[config.mk]
export PLATFORM = sky130hd
export DESIGN_NAME = ip_boot_seq
export DESIGN_NICKNAME = d
export VERILOG_FILES = /design/src/rtl/ip_boot_seq.sv
export SDC_FILE = /design/constraint.sdc
export NUM_CORES = 1
export LEC_CHECK = 0
export CAP_MARGIN = 25
export CORE_ASPECT_RATIO = 1.4
export CORE_MARGIN = 5
export CORE_UTILIZATION = 50
export DETAILED_ROUTE_END_ITERATION = 8
export PLACE_DENSITY = 0.73
export RECOVER_POWER = 50
export REMOVE_ABC_BUFFERS = 1
export SYNTH_ARGS = -nofsm -noshare
export SYNTH_HDL_FRONTEND = slang
export SYNTH_SLANG_ARGS = --single-unit
[constraint.sdc]
create_clock -name sys_clk_i -period 2.1 [get_ports sys_clk_i]
set_input_delay 0.42 -clock sys_clk_i [delete_from_list [all_inputs] [get_ports sys_clk_i]]
set_output_delay 0.42 -clock sys_clk_i [all_outputs]
set_load 0.005 [all_outputs]
[src/rtl/ip_boot_seq.sv]
// Boot sequencer: samples the ip_sel pad until it is stable, then brings the selected IP
// up (clock on, reset hold, reset release, pad enable). Tears it down again on sw restart.
module ip_boot_seq #(
  parameter int SAMPLE_CYC = 16,
  parameter int CLK_SETTLE = 8,
  parameter int RST_HOLD   = 16,
  parameter int PAD_DELAY  = 4
) (
  input  logic       sys_clk_i,
  input  logic       arst_n_i,
  input  logic [2:0] ip_sel_i,
  input  logic [7:0] ip_avail_i,
  input  logic       sw_restart_i,
  output logic [7:0] ip_clk_en_o,
  output logic [7:0] ip_rst_n_o,
  output logic       pad_oe_en_o,
  output logic [2:0] ip_sel_q_o,
  output logic [2:0] state_o,
  output logic       err_o,
  output logic       sel_mismatch_o
);

  typedef enum logic [2:0] {
    S_SAMPLE   = 3'd0,
    S_CLK_ON   = 3'd1,
    S_RST_HOLD = 3'd2,
    S_PAD_WAIT = 3'd3,
    S_RUN      = 3'd4,
    S_TEARDOWN = 3'd5,
    S_ERROR    = 3'd6
  } state_e;

  localparam logic [7:0] SAMPLE_LIM = 8'(SAMPLE_CYC);
  localparam logic [7:0] SETTLE_END = 8'(CLK_SETTLE - 1);
  localparam logic [7:0] HOLD_END   = 8'(RST_HOLD - 1);
  localparam logic [7:0] PAD_END    = 8'(PAD_DELAY - 1);

  state_e     state_q;
  logic [2:0] sync1_q, sync2_q, prev_q, sel_q;
  logic [7:0] stab_q, stab_d, cnt_q;
  logic [7:0] clk_en_q, rst_n_q;
  logic       pad_q, err_q, mm_q;

  // Stable-run length of the synchronized select, including the current cycle.
  assign stab_d = (sync2_q == prev_q) ? stab_q + 8'd1 : 8'd0;

  always_ff @(posedge sys_clk_i or negedge arst_n_i) begin
    if (!arst_n_i) begin
      state_q  <= S_SAMPLE;
      sync1_q  <= '0;
      sync2_q  <= '0;
      prev_q   <= '0;
      sel_q    <= '0;
      stab_q   <= '0;
      cnt_q    <= '0;
      clk_en_q <= '0;
      rst_n_q  <= '0;
      pad_q    <= 1'b0;
      err_q    <= 1'b0;
      mm_q     <= 1'b0;
    end else begin
      sync1_q <= ip_sel_i;
      sync2_q <= sync1_q;
      prev_q  <= sync2_q;
      case (state_q)
        S_SAMPLE: begin
          if (stab_d == SAMPLE_LIM) begin
            stab_q <= '0;
            cnt_q  <= '0;
            sel_q  <= sync2_q;
            if (ip_avail_i[sync2_q]) begin
              clk_en_q <= 8'd1 << sync2_q;
              state_q  <= S_CLK_ON;
            end else begin
              err_q   <= 1'b1;
              state_q <= S_ERROR;
            end
          end else begin
            stab_q <= stab_d;
          end
        end
        S_CLK_ON: begin
          if (cnt_q == SETTLE_END) begin
            cnt_q   <= '0;
            state_q <= S_RST_HOLD;
          end else begin
            cnt_q <= cnt_q + 8'd1;
          end
        end
        S_RST_HOLD: begin
          if (cnt_q == HOLD_END) begin
            cnt_q   <= '0;
            rst_n_q <= 8'd1 << sel_q;
            state_q <= S_PAD_WAIT;
          end else begin
            cnt_q <= cnt_q + 8'd1;
          end
        end
        S_PAD_WAIT: begin
          if (cnt_q == PAD_END) begin
            cnt_q   <= '0;
            pad_q   <= 1'b1;
            state_q <= S_RUN;
          end else begin
            cnt_q <= cnt_q + 8'd1;
          end
        end
        S_RUN: begin
          // Mismatch is reported only; the running IP is never reconfigured by the pad.
          mm_q <= (sync2_q != sel_q);
          if (sw_restart_i) begin
            pad_q   <= 1'b0;
            rst_n_q <= '0;
            mm_q    <= 1'b0;
            cnt_q   <= '0;
            state_q <= S_TEARDOWN;
          end
        end
        S_TEARDOWN: begin
          if (cnt_q == SETTLE_END) begin
            cnt_q    <= '0;
            clk_en_q <= '0;
            stab_q   <= '0;
            state_q  <= S_SAMPLE;
          end else begin
            cnt_q <= cnt_q + 8'd1;
          end
        end
        S_ERROR: begin
          if (sw_restart_i) begin
            err_q   <= 1'b0;
            stab_q  <= '0;
            state_q <= S_SAMPLE;
          end
        end
        default: begin
          state_q  <= S_SAMPLE;
          stab_q   <= '0;
          cnt_q    <= '0;
          clk_en_q <= '0;
          rst_n_q  <= '0;
          pad_q    <= 1'b0;
          err_q    <= 1'b0;
          mm_q     <= 1'b0;
        end
      endcase
    end
  end

  assign ip_clk_en_o    = clk_en_q;
  assign ip_rst_n_o     = rst_n_q;
  assign pad_oe_en_o    = pad_q;
  assign ip_sel_q_o     = sel_q;
  assign state_o        = state_q;
  assign err_o          = err_q;
  assign sel_mismatch_o = mm_q;

endmodule

* After elaboration in Yosys (flattened, before gate mapping)
Index checks and enable logic that the tools add are counted.
** Operators by class
- Bitwise gates (word level) :: 6
- Magnitude comparators :: 1
- Equality and inequality tests :: 21
- Shift-type cells :: 2
- Multiplexer cells :: 34
- Reductions and logical operators :: 16
- Add/subtract/negate cells :: 2
** Operators with widths (number)
- $mux W8 :: 11
- $pmux W8 S3 :: 2
- $pmux W8 S6 :: 1
- $pmux W8 S4 :: 1
- $mux W3 :: 8
- $pmux W3 S7 :: 1
- $reduce_or A5 Y1 :: 4
- $ne A2 B2 Y1 const B :: 9
- $add A8 B1 Y8 const B :: 2
- $shl A1 B3 Y8 const A :: 2
- $reduce_and A3 Y1 :: 4
- $eq A3 B3 Y1 const B :: 3
- $eq A8 B2 Y1 const B :: 1
- $eq A8 B3 Y1 const B :: 1
- $eq A8 B4 Y1 const B :: 1
- $eq A8 B5 Y1 const B :: 1
- $reduce_and A4 Y1 :: 2
- $reduce_and A7 Y1 :: 1
- $eq A3 B2 Y1 const B :: 2
- $mux W1 :: 6
- $not A1 Y1 :: 6
- $pmux W1 S3 :: 2
- $reduce_or A6 Y1 :: 1
- $lt A3 B4 Y1 const B :: 1
- 9 further kinds :: 9
** Word-level totals
- Input port bits :: 14
- Bits in registers :: 50

* Depth between registers and ports, before layout
Gate-level depths: netlist (run 1).
- Depth in word-level cells :: 5
- Depth in mapped cells :: 8
- Gate-level depth less buffers :: 6

* Least setup slack after synthesis (run 1)
No wires, ideal clock.
- Kind :: reg2reg
- Start :: register stab_q[0]
- End :: register sel_q[0], in the netlist ip_sel_q_o[0]
- Arrival :: 2.090 ns
- Setup time :: 0.125 ns
- Path slack :: -0.115 ns
- Cell stages (with the launch flop) :: 8
- Period minus slack after synthesis :: 2.215 ns
- Cells stage by stage :: dfrtp_1 -> ha_1 -> buf_2 -> xor2_1 -> nor4_1 -> a21oi_1 -> nor4_2 -> mux2_2
** On the way
- Cells in the longest elaborated chain, start to end :: 4
** Ends and longest elaborated chain
- from (decl) :: line 40 : logic [7:0] stab_q, stab_d, cnt_q;
- from (signal assigned) :: line 79 : stab_q <= stab_d;
- $add A8 B1 Y8 :: line 45 : assign stab_d = (sync2_q == prev_q) ? stab_q + 8'd1 : 8'd0;
- $mux W8 :: line 45
- $eq A8 B5 Y1 :: line 67 : if (stab_d == SAMPLE_LIM) begin
- $reduce_and A2 Y1 (no source line)
- to (signal assigned) :: line 70 : sel_q <= sync2_q;
- to (decl) :: line 39 : logic [2:0] sync1_q, sync2_q, prev_q, sel_q;
No other way between the ends.
A chain may end at the register's enable or synchronous reset.

* Final worst setup path (run 1)
- Start :: register stab_q[1]
- End :: register clk_en_q[2], in the netlist ip_clk_en_o[2]
** On the way
- Cells in the longest elaborated chain, start to end :: 5
** Ends and longest elaborated chain
- $add A8 B1 Y8 :: line 45
- $mux W8 :: line 45
- $eq A8 B5 Y1 :: line 67
- $ne A2 B2 Y1 (no source line)
- $reduce_and A4 Y1 (no source line)
- to (signal assigned) :: line 72 : clk_en_q <= 8'd1 << sync2_q;
- to (decl) :: line 41 : logic [7:0] clk_en_q, rst_n_q;
No other way between the ends.

==> impl_metrics.tcl, run 1 <==
set metrics [dict create \
    cp_num_buf_inv 3 \
    ant_nets 0 \
    yosys_warnings 0 \
    cpPeakStageDelay_ns 0.43 \
    ios 39 \
    hpwl_mm 5.19 \
    tightest_slew_ns 0.983 \
    dp_cells 429 \
    dieArea_mm2 0.00750 \
    cts_buffer_depth 2 \
    hp-class "primary input to asynchronous set/reset pin" \
    antenna_found_initial 0 \
    hold_buffers 0 \
    setup_violations 0 \
    power_density_mw_per_mm2 895 \
    portBuffers 38 \
    finalMaxSlewViolations 0 \
    layoutNonFillerInstCount 440 \
    crit_arrival_ns 2.27 \
    grt_pass1_wl_mm 12.2 \
    grt_max_degree 33 \
    fp.dieH_um 100 \
    vias 2649 \
    num_rows 33 \
    synth_top_area_share_pct 42.8 \
    place_area_mm2 0.00359 \
    setup.worst_path.start_class "flop" \
    fin_crit_sh_pct 98.3 \
    fin_total_pwr_mw 3.45 \
    drive_gt1_share_pct 24.1 \
    area_growth_pct 31.7 \
    cpMaxStageDelayCell "dfrtp_1" \
    worst_path_most_repeated_cell "buf_4" \
    ys_seq_elements 50 \
    leakage_nw 1.70 \
    fillers 482 \
    diodes 0 \
    layout_commonest_cell "dfrtp_1" \
    numCtsBuffers 5 \
    cts_tree "built" \
    required_ns 2.31 \
    core_mm2 0.00578 \
    final_cell_mix "dfrtp_1, buf_4, clkdlybuf4s50_1" \
    routabilityCongestion 0.939 \
    drc_errors 0 \
    clkTransAtPathRegs_ns 0.10 \
    synth_area_leaders "dfrtp_1, mux2_4, o21ai_0" \
    wl_mm 7.33 \
    drtIter0Drc 160 \
    initial_utilization_pct 50.6 \
    stdcell_area_mm2 0.00385 \
    crit_type "flop to flop" \
    clock_skew_ns 0.00956 \
    grt_pass1_vias 2691 \
    vias_per_cell 6.02 \
    outcome "complete, no violations" \
    r2r-start "stab_q[1]" \
    rsz0062_at_grt "yes" \
    grt_usage_pct 20.4 \
    yosysTopAreaCell "dfrtp_1" \
    cp_max_fo 8 \
    netlist_instances 301 \
    ys.flop_type "dfrtp_1" \
    hold_viol_final 0 \
    synthArstFlopShare_pct 100 \
    syn_avg_cell_area_um2 9.71 \
    cap_viol_max_count 0 \
    cts_root_buf "clkbuf_8" \
    max_slew_margin_pct 34.5 \
    worstSkewPairLatency_ns 0.31 \
    die_w_um 74.6 \
    wl_per_cell_um 16.6 \
    endpoint_kind "flop" \
    crit_family "compound AO/OA/AOI/OAI gates" \
    synth_enable_flop_cells 0 \
    first_pass_iters 4 \
    syn_area_mm2 0.00292 \
    max_freq_ghz 0.484 \
    cts.sinks 50 \
    utilization_pct 66.6 \
    path_cells "ha_4, xor2_1, nor4_4, buf_4, buf_4, a21o_4, buf_6, a32o_1, a21o_1" \
    fin_nets 385 \
    critPathLaunch "stab_q[1]" \
    ys_seq_area_share_pct 42.8 \
    vdd_drop_max_uv 555 \
    period_needed_ns 2.06 \
    htree_levels 2 \
    grt_overflow 0 \
    synth_cell_types 57 \
]
==> cell families after synthesis <==
group | count (synthesis) | share of synthesized area, %
AOI/OAI and AO/OA | 99 | 23.5
xor gates and xnor gates | 9 | 2.70
adders and majority gates | 2 | 0.856
buffers and inverters | 30 | 4.75
DFF | 50 | 42.8
muxes | 14 | 7.15
and+or+nand+nor | 97 | 18.3
==> timing repair <==
item / CTS / global route
endpoints found under the setup margin: 28 / 24
gates cloned: 0 / 0
pin swaps: 3 / 1
buffers inserted: 1 / 3
resized for setup: 9 / 21
==> layout make-up <==
type | instances | area, um^2 | share of cell area, %
Clock buffer | 5 | 68.8 | 1.79
Clock inverter | 3 | 43.8 | 1.14
Timing Repair Buffer | 80 | 698 | 18.1
Sequential cell | 50 | 1250 | 32.5
Inverter | 11 | 41.3 | 1.07
Tap cell | 70 | 87.6 | 2.27
Multi-Input combinational cell | 221 | 1660 | 43.1
==> worst register-to-register path, stage by stage (launching register included) <==
cell	delay (ns)
dfrtp_1	0.43
ha_4	0.19
xor2_1	0.26
nor4_4	0.09
buf_4	0.13
buf_4	0.12
a21o_4	0.22
buf_6	0.14
a32o_1	0.24
a21o_1	0.15
==> sequential cells by signal, indices dropped and copies added, names as in the netlist <==
| name | cells |
|---|---|
| err_o | 1 |
| ip_rst_n_o | 8 |
| sync2_q | 3 |
| sel_mismatch_o | 1 |
| ip_sel_q_o | 3 |
| sync1_q | 3 |
| cnt_q | 8 |
| state_o | 3 |
| ip_clk_en_o | 8 |
| stab_q | 8 |
| prev_q | 3 |
| pad_oe_en_o | 1 |
==> cells in the mapped netlist (all sizes together) (3+ instances only) <==
cell	number
a31oi	5
nor2	20
nand3	8
xor2	5
o22ai	6
clkbuf	8
nor4	11
and3	4
buf	11
xnor2	4
nor3	10
nand4	3
a21boi	9
a21oi	17
a32o	8
mux2	11
o31ai	7
inv	10
dfrtp	50
and4	3
o21ai	22
or2	3
nand2	19
nand2b	5
a21o	11
==> routing by layer <==
metal | wire length, um | GRT usage (%)
met1 | 2910 | 25.0
met5 | 0 | 0
met2 | 4060 | 36.2
met4 | 82 | 6.58
met3 | 272 | 2.99
==> power by group <==
| group | internal, mW | switching [mW] |
|---|---|---|
| Combinational | 0.682 | 0.867 |
| Clock | 0.358 | 0.341 |
| Sequential | 1.07 | 0.130 |
==> final timing paths <==
kind	depth (start not counted)	endpoint	slack [ns]
min in group sys_clk_i	0	sync2_q[1]	0.35
max	9	ip_clk_en_o[2]	0.04
min reg2reg	0	sync2_q[1]	0.35
max in group asynchronous	2	stab_q[2]	0.47
min	1	ip_rst_n_o[7]	0.24
max reg2reg	9	ip_clk_en_o[2]	0.04
==> through the flow <==
| step | setup TNS (ns) | hold slack (ns) | setup slack (ns) |
|---|---|---|---|
| 6_report | 0 | 0.241 | 0.0355 |
| 5_1_grt | -0.365 | 0.352 | -0.0392 |
| 4_1_cts | 0 | 0.0592 | 0.0153 |
| 3_5_place_dp | -2.13 | 0.336 | -0.150 |
| 3_3_place_gp | -0.926 | 0.333 | -0.0883 |
| 2_1_floorplan | -2.15 | 0.124 | -0.205 |
(Power assumes the default switching activity.)
==> run 2: changes to the inputs <==
--- a/config.mk
+++ b/config.mk
@@ -5,10 +5,11 @@
 export SDC_FILE = /design/constraint.sdc
 export NUM_CORES = 1
 export LEC_CHECK = 0
+export ABC_AREA = 1
 export CAP_MARGIN = 25
 export CORE_ASPECT_RATIO = 1.4
 export CORE_MARGIN = 5
-export CORE_UTILIZATION = 50
+export CORE_UTILIZATION = 49
 export DETAILED_ROUTE_END_ITERATION = 8
 export PLACE_DENSITY = 0.73
 export RECOVER_POWER = 50
==> run 2 against run 1 <==
Net effect:
- core utilization down 6.9 points
- sequential share of layout area grew 6.0 points
- die area down 5.4%
- critical path type unchanged
- largest power group unchanged
==> impl_metrics.tcl, run 2 <==
set metrics [dict create \
    netlist_instances 328 \
    grt_pass1_wl_mm 9.98 \
    synthArstFlopShare_pct 100 \
    worst_path_most_repeated_cell "nand2_1" \
    cap_viol_max_count 0 \
    crit_arrival_ns 2.12 \
    outcome "complete, no violations" \
    vias 2275 \
    ys_seq_area_share_pct 46.5 \
    vdd_drop_max_uv 576 \
    clkTransAtPathRegs_ns 0.09 \
    syn_avg_cell_area_um2 8.20 \
    synth.most_common_cell "nand2_1" \
    cts.sinks 50 \
    drive_gt1_share_pct 13.7 \
    die_w_um 72.6 \
    layout_commonest_cell "nand2_1" \
    synth_area_leaders "dfrtp_1, nand2_1, nand3_1" \
    max_freq_ghz 0.518 \
    period_needed_ns 1.93 \
    grt_pass1_vias 2253 \
    synth_enable_flop_cells 0 \
    wl_met1_mm 2.38 \
    leakage_nw 1.55 \
    wl_mm 5.71 \
    core_mm2 0.00545 \
    drc_errors 0 \
    grt_max_degree 29 \
    utilization_pct 59.7 \
    htree_levels 2 \
    yosysTopAreaCell "dfrtp_1" \
    dp_cells 434 \
    diodes 0 \
    vias_per_cell 5.16 \
    tightest_slew_ns 1.16 \
    setup_violations 0 \
    cts_buffer_depth 2 \
    setup.worst_path.start_class "flop" \
    fp.dieH_um 97.7 \
    post-place-ws_ns 0.138 \
    final-seq-area_mm2 0.00125 \
    wl_met2_mm 3.02 \
    cts_tree "built" \
    yosys_warnings 0 \
    area_growth_pct 20.8 \
    r2r_slack_ns 0.17 \
    path_cells "ha_1, or2_2, nand2_1, nand4_2, nor2_2, nand2_2, nand2_4, nand3_1, nand2_1, nand2_1" \
    cts_root_buf "clkbuf_8" \
    cp_max_fo 7 \
    drtIter0Drc 163 \
    fin_nets 389 \
    grt_usage_pct 17.3 \
    cpPeakStageDelay_ns 0.42 \
    crit_type "flop to flop" \
    first_pass_iters 4 \
    met3_length_um 230 \
    hp-class "primary input to asynchronous set/reset pin" \
    power_density_mw_per_mm2 1030 \
    multiInputGateArea_mm2 0.00127 \
    fillers 506 \
    ys.flop_type "dfrtp_1" \
    max_slew_margin_pct 22.5 \
    required_ns 2.29 \
    initial_utilization_pct 49.4 \
    postCtsSetupBuffers 0 \
    final_cell_mix "nand2_1, dfrtp_1, clkdlybuf4s50_1" \
    ant_nets 0 \
    synth_cell_types 36 \
    finalMaxSlewViolations 0 \
    antenna_found_initial 0 \
    grt_overflow 0 \
    clock_skew_ns 0.00474 \
    fin_crit_sh_pct 91.9 \
    top_layer_used "met4" \
    endpoint_kind "flop" \
    hold_viol_final 0 \
    layoutNonFillerInstCount 441 \
    routabilityCongestion 0.883 \
    fin_total_pwr_mw 3.33 \
    synth_top_area_share_pct 46.5 \
    hold_ws_ns 0.326 \
    dieArea_mm2 0.00709 \
    ios 39 \
    hpwl_mm 4.39 \
    num_rows 32 \
    ys_seq_elements 50 \
    portBuffers 38 \
    cpMaxStageDelayCell "dfrtp_1" \
    wl_per_cell_um 13.0 \
    ys_top_cells_by_count "nand2_1, dfrtp_1, inv_1, nand3_1, nor2_1" \
    numCtsBuffers 5 \
    syn_area_mm2 0.00269 \
    worstSkewPairLatency_ns 0.30 \
    timing.final.ws_setup_ns 0.169 \
]
-- run 2: cell count changes in the layout (fill, tap and decap cells not counted), sizes merged, moves of 11 or more --
cell / before / now
a21o: 11 / 0
a21oi: 17 / 5
buf: 41 / 6
inv: 11 / 37
nand2: 19 / 101
nand3: 8 / 27
-- run 2: cell families after synthesis --
| group | synth area share [%] |
|---|---|
| compound gates | 9.21 |
| xor+xnor | 2.23 |
| fa+ha+maj | 0.930 |
| buf+inv | 7.16 |
| flops | 46.5 |
| mux | 2.51 |
| simple gates | 31.4 |
-- run 2: power breakdown --
group	leakage, nW	total (mW)	internal, mW	switching, mW
Clock	0.0438	0.526	0.224	0.301
Sequential	0.667	1.26	1.11	0.148
Combinational	0.841	1.55	0.610	0.937
-- run 2: final cells by class --
cell class	instances	share of cell area [%]
inverter	37	4.35
clock buffer	5	2.12
tap	68	2.62
sequential	50	38.5
timing repair buffer	46	13.2
clock inverter	2	0.308
multi-input combinational	233	39.0
-- run 2: timing repair --
| action | in CTS | in global routing |
|---|---|---|
| hold buffers | 0 | 0 |
| endpoints found under the setup margin | 0 | 16 |
| gates resized for setup | 0 | 4 |
-- run 2: worst paths after layout --
kind | depth (start not counted) | end | start
worst max-delay path | 10 | state_o[1] | stab_q[0]
worst min-delay path | 1 | ip_rst_n_o[4] | arst_n_i
worst min register to register | 0 | sync2_q[2] | sync1_q[2]
worst max register to register | 10 | state_o[1] | stab_q[0]
min in group sys_clk_i | 0 | sync2_q[2] | sync1_q[2]
max in group asynchronous | 2 | ip_clk_en_o[0] | arst_n_i
-- run 2: through the flow --
stage / setup TNS [ns] / cell area [um^2]
2_1_floorplan: 0 / 2640
3_3_place_gp: 0 / 3170
3_5_place_dp: 0 / 3170
4_1_cts: 0 / 3250
5_1_grt: -0.0000200 / 3250
6_report: 0 / 3250
-- run 2: worst max-delay path, delay by kind of cell, from the launching register on --
| family | cells | cell delay (ns) |
|---|---|---|
| adder cells (fa/ha/maj) | 1 | 0.25 |
| flip-flops | 1 | 0.42 |
| AND/OR/NAND/NOR | 9 | 1.14 |
-- run 2: metal layers --
layer  GRT usage (%)  vias up
li1                -     1154
met1            21.4     1069
met2            30.0       45
met3            3.00        7
met4            5.26        0
met5               0        -
